--- src/rtl/sat_alu_pkg.sv ---
// Shared op encodings and signed-range helpers for the saturating add/sub unit.
package sat_alu_pkg;

    localparam logic [1:0] OP_ADD    = 2'b00;
    localparam logic [1:0] OP_SUB    = 2'b01;
    localparam logic [1:0] OP_PADDSB = 2'b10;
    localparam logic [1:0] OP_ADDW   = 2'b11;

    localparam int MAX_W = 64;

    // Bit patterns of the most positive / most negative w-bit value, right-aligned; truncate at the use site.
    function automatic logic [MAX_W-1:0] smax(input int w);
        return (MAX_W'(1) << (w - 1)) - MAX_W'(1);
    endfunction

    function automatic logic [MAX_W-1:0] smin(input int w);
        return MAX_W'(1) << (w - 1);
    endfunction

endpackage

--- src/rtl/sat_alu_pipe_lane.sv ---
// One LANE-bit slice: ripple add with optional carry break, signed overflow and lane-local saturation.
module sat_lane_add #(
    parameter int LANE = 4
) (
    input  logic [LANE-1:0] a,
    input  logic [LANE-1:0] b,
    input  logic            cin,
    input  logic            brk,
    output logic [LANE-1:0] sum,
    output logic            cout,
    output logic            ovf,
    output logic [LANE-1:0] sat
);
    import sat_alu_pkg::*;

    localparam logic [LANE-1:0] LMAX = LANE'(smax(LANE));
    localparam logic [LANE-1:0] LMIN = LANE'(smin(LANE));

    logic [LANE:0] full;

    assign full = {1'b0, a} + {1'b0, b} + {{LANE{1'b0}}, cin};
    assign sum  = full[LANE-1:0];
    assign cout = full[LANE] & ~brk;
    // Same-sign operands producing an opposite-sign result; valid with any carry-in.
    assign ovf  = (a[LANE-1] == b[LANE-1]) && (sum[LANE-1] != a[LANE-1]);
    assign sat  = ovf ? (a[LANE-1] ? LMIN : LMAX) : sum;

endmodule

--- src/rtl/sat_alu_pipe.sv ---
// Two-stage saturating add/sub/PADDSB/wrapping-add unit with valid/ready flow control and a saturation counter.
module sat_alu_pipe #(
    parameter int WIDTH = 16,
    parameter int LANE  = 4,
    parameter int CNT_W = 8
) (
    input  logic             clk,
    input  logic             rst,
    input  logic             in_valid,
    output logic             in_ready,
    input  logic [WIDTH-1:0] in_a,
    input  logic [WIDTH-1:0] in_b,
    input  logic [1:0]       in_op,
    output logic             out_valid,
    input  logic             out_ready,
    output logic [WIDTH-1:0] out_sum,
    output logic             out_n,
    output logic             out_z,
    output logic             out_v,
    output logic [CNT_W-1:0] sat_cnt,
    input  logic             cnt_clr
);
    import sat_alu_pkg::*;

    localparam int NL = WIDTH / LANE;
    localparam logic [WIDTH-1:0] WMAX = WIDTH'(smax(WIDTH));
    localparam logic [WIDTH-1:0] WMIN = WIDTH'(smin(WIDTH));

    logic             s1_v, s2_v, adv1, adv2;
    logic [WIDTH-1:0] s1_a_reg, s1_b_reg;
    logic [1:0]       s1_op_reg;
    logic             s2_sat_reg;

    logic [WIDTH-1:0] b_eff, raw_sum, lane_sat, sum_next;
    logic [NL-1:0]    lane_ovf;
    logic [NL:0]      carry;
    logic             lane_brk, v_next, sat_next, carry_unused;

    assign adv2      = !s2_v || out_ready;
    assign adv1      = !s1_v || adv2;
    assign in_ready  = adv1;
    assign out_valid = s2_v;

    // SUB is A + ~B + 1: invert B and inject the +1 as the lane-0 carry-in.
    assign b_eff        = (s1_op_reg == OP_SUB) ? ~s1_b_reg : s1_b_reg;
    assign carry[0]     = (s1_op_reg == OP_SUB);
    assign lane_brk     = (s1_op_reg == OP_PADDSB);
    assign carry_unused = carry[NL];

    genvar gi;
    generate
        for (gi = 0; gi < NL; gi++) begin : g_lane
            sat_lane_add #(.LANE(LANE)) u_lane (
                .a    (s1_a_reg[gi*LANE +: LANE]),
                .b    (b_eff[gi*LANE +: LANE]),
                .cin  (carry[gi]),
                .brk  (lane_brk),
                .sum  (raw_sum[gi*LANE +: LANE]),
                .cout (carry[gi+1]),
                .ovf  (lane_ovf[gi]),
                .sat  (lane_sat[gi*LANE +: LANE])
            );
        end
    endgenerate

    // With the chain unbroken, the top lane's overflow is the whole-word signed overflow.
    always_comb begin
        sum_next = raw_sum;
        v_next   = lane_ovf[NL-1];
        sat_next = 1'b0;
        case (s1_op_reg)
            OP_ADD, OP_SUB: begin
                if (lane_ovf[NL-1]) begin
                    sum_next = s1_a_reg[WIDTH-1] ? WMIN : WMAX;
                end
                sat_next = lane_ovf[NL-1];
            end
            OP_PADDSB: begin
                sum_next = lane_sat;
                v_next   = |lane_ovf;
                sat_next = |lane_ovf;
            end
            default: ;
        endcase
    end

    always_ff @(posedge clk) begin
        if (rst) begin
            s1_v       <= 1'b0;
            s2_v       <= 1'b0;
            out_sum    <= '0;
            out_n      <= 1'b0;
            out_z      <= 1'b0;
            out_v      <= 1'b0;
            s2_sat_reg <= 1'b0;
        end else begin
            if (adv1) begin
                s1_v <= in_valid;
            end
            if (adv2) begin
                s2_v <= s1_v;
                if (s1_v) begin
                    out_sum    <= sum_next;
                    out_n      <= sum_next[WIDTH-1];
                    out_z      <= (sum_next == '0);
                    out_v      <= v_next;
                    s2_sat_reg <= sat_next;
                end
            end
        end
    end

    // Operand registers carry no reset; s1_v qualifies them.
    always_ff @(posedge clk) begin
        if (adv1 && in_valid) begin
            s1_a_reg  <= in_a;
            s1_b_reg  <= in_b;
            s1_op_reg <= in_op;
        end
    end

    always_ff @(posedge clk) begin
        if (rst || cnt_clr) begin
            sat_cnt <= '0;
        end else if (s2_v && out_ready && s2_sat_reg && (sat_cnt != '1)) begin
            sat_cnt <= sat_cnt + CNT_W'(1);
        end
    end

endmodule

--- config.mk ---
export PLATFORM = sky130hd
export DESIGN_NAME = sat_alu_pipe
export DESIGN_NICKNAME = d
export VERILOG_FILES = /design/src/rtl/sat_alu_pkg.sv /design/src/rtl/sat_alu_pipe_lane.sv /design/src/rtl/sat_alu_pipe.sv
export SDC_FILE = /design/constraint.sdc
export NUM_CORES = 1
export LEC_CHECK = 0
export BUFFER_PORTS_ARGS = -buffer_cell sky130_fd_sc_hd__buf_2
export CORE_UTILIZATION = 45
export DETAILED_ROUTE_END_ITERATION = 8
export HOLD_SLACK_MARGIN = 0.15
export PLACE_DENSITY = 0.68
export SLEW_MARGIN = 10
export SYNTH_ARGS = -nofsm -noshare
export SYNTH_HDL_FRONTEND = slang
export SYNTH_HIERARCHICAL = 1
export SYNTH_SLANG_ARGS = --single-unit
export TNS_END_PERCENT = 10
--- constraint.sdc ---
create_clock -name clk -period 10.37 [get_ports clk]
set_input_delay 0.5185 -clock clk [delete_from_list [all_inputs] [get_ports clk]]
set_output_delay 0.5185 -clock clk [all_outputs]
set_load 0.03 [all_outputs]
==> reports/qor.yml <==
global_routing:
  grt_max_degree: 37
  grt_first_pass_wirelength_um: 11900
  antenna_found_initial: 0
  grt.total_usage_pct: 17.5
  grt_pass1_vias: 2594
  gr-total-overflow: 0
drt:
  wl_per_cell_um: 13.0
  avgViaCountPerCell: 5.08
  drt_iter0_drc: 135
  detail-route-antenna-nets: 0
  num_vias: 2770
  drc: 0
  dr.pass1.iters: 4
  routed_wl_um: 7090
yosys:
  syn_area_sq_um: 3750
  syn_inst: 377
  syn_avg_cell_area_sq_um: 9.96
  yosysWarnings: 6
  synth_fp_nets: 437
job:
  max_cap_violations: 0
clock_network:
  clk_latency_ns: 0.34
  path_clk_slew_ns: 0.07
  cts_buffers: 9
  cts_resized: 0
  post_cts_buffers: 0
  ctsHoldBuffers: 0
  htree_levels: 3
  cts_root_buffer: "clkbuf_8"
  cts_max_path_buffers: 2
  clock-sinks: 63
  cts_tree: "done"
setup_path:
  worstReg2RegEnd: "out_z"
  critPathLaunchType: "flip-flop"
  crit_path_end_kind: "flip-flop"
  crit_required_ns: 10.63
  rrSetupSlack_ns: 2.45
  rr_startpoint: "s1_op_reg[0]"
  rr_worst_depth: 32
  cp_slowest_cell: "edfxtp_1"
  worst-path-max-fanout: 19
  critPathArrivalTime_ns: 8.18
  worstSetupPathType: "reg2reg"
  path_common_cell: "fa_1"
  critical_path.max_stage_delay_ns: 0.84
sta:
  skew_ns: 0.00906
  min_period_over_period_pct: 76.4
  setup_viol: 0
  slew_headroom_pct: 26.0
  tns_ns: 0
  fmax_mhz: 126
  maxSlewViolCount: 0
  final-hold-violation-count: 0
  whs_ns: 0.347
  worst_slew_pin_slew_ns: 1.10
  fin_ws_ns: 2.45
  period_needed_ns: 7.92
  grt_setup_unrepaired: "false"
power_and_ir_drop:
  power.ir.vdd_worst_mv: 0.0698
  leakagePower_nw: 1.82
  p_per_area_nw_per_um2: 167
finish:
  stdcell_count: 545
  drive_gt1_share_pct: 26.4
  antennaDiodeCount: 0
  fillers: 712
  post-route-util_pct: 54.6
  nets: 498
  synthToLayoutAreaGrowth_pct: 14.6
die:
  die_y_um: 93.3
  initial_core_util_pct: 47.6
  io_pins: 68
  row_count: 32
  core_sq_um: 7890
  die-area_sq_um: 8710
  die-width_um: 93.3
min_path:
  hold_class: "in2reg"
  hold_start: "in_a[9]"
  holdPathEnd: "s1_a_reg[9]"
  min_path_cells: 1
placed_design:
  dp.cells: 529
  place.gp.congestion: 0.821
  pre_cts_slack_ns: 2.52
  port_buffers: 67
  hpwl_um: 5290
status:
  status: "complete, no violations"
==> area by class of cell <==
| cell class | count | area, sq um | area share (%) |
|---|---|---|---|
| repair buffers | 70 | 358 | 8.32 |
| inverters | 32 | 120 | 2.79 |
| multi-input cells | 262 | 1910 | 44.4 |
| clock buffers | 11 | 156 | 3.63 |
| flip-flops and latches | 63 | 1600 | 37.2 |
| clock inverters | 5 | 30.0 | 0.698 |
| well taps | 102 | 128 | 2.97 |
==> metal layers <==
metal | vias to the layer above | share of wire, % | global-route usage [%]
met5 | - | 0 | 0
met4 | 0 | 1.3 | 7.82
met3 | 10 | 5.2 | 4.39
met2 | 76 | 43 | 25.8
met1 | 1254 | 50 | 24.1
li1 | 1430 | - | -
==> worst max-delay path: cells and delay by family (launching register included) <==
family | cells | cell delay, ns
compound gates | 9 | 1.36
xor+xnor | 1 | 0.16
fa+ha+maj | 7 | 2.91
buf+inv | 5 | 0.53
flops | 1 | 0.84
mux | 1 | 0.34
simple gates | 9 | 1.68
==> power breakdown <==
| part | leakage [nW] | total [W] | switching, W | internal, W |
|---|---|---|---|---|
| sequential | 0.570 | 0.000286 | 0.00000815 | 0.000278 |
| combinational | 1.15 | 0.000233 | 0.000133 | 0.000100 |
| clock | 0.102 | 0.000200 | 0.0000965 | 0.000103 |
| total | 1.82 | 0.000719 | 0.000238 | 0.000482 |
==> stage by stage <==
stage	cell area [sq um]	power [W]
CTS	4300	0.000725
detailed placement	4120	0.000523
floorplan	3750	0.000477
global route	4300	0.000763
global placement	4120	0.000517
finish	4300	0.000719
==> cells in the final DEF (no fill, tap or decap), types with 3 or more instances in the layout <==
cell	instances
a21oi_1	29
clkbuf_8	9
mux2i_1	3
nand4_1	7
o2bb2ai_2	4
mux2_2	9
or3_1	3
clkinv_2	3
xor2_1	4
o22ai_1	8
fa_1	8
a211oi_1	17
mux2_4	4
a21o_2	3
ha_1	13
inv_1	32
nor2_2	4
nor3_1	15
nand2b_1	7
dfxtp_1	29
buf_2	67
edfxtp_1	34
xnor2_1	25
o21ai_0	5
nand2b_4	3
nor2b_1	10
nor2_1	58
buf_4	3
nand2_1	7
mux2_1	5
==> how the worst max path moves through the flow <==
stage / from / to / slack (ns) / depth (start not counted)
after floorplan: s1_op_reg[1] / out_z / 3.03 / 37
after global placement: s1_op_reg[0] / out_z / 2.77 / 32
after detailed placement: s1_op_reg[0] / out_z / 2.52 / 32
after CTS: s1_op_reg[0] / out_z / 2.48 / 32
after global routing: s1_op_reg[0] / out_z / 1.98 / 32
final: s1_op_reg[0] / out_z / 2.45 / 32
No activity file was read; power rests on OpenSTA's default activity.
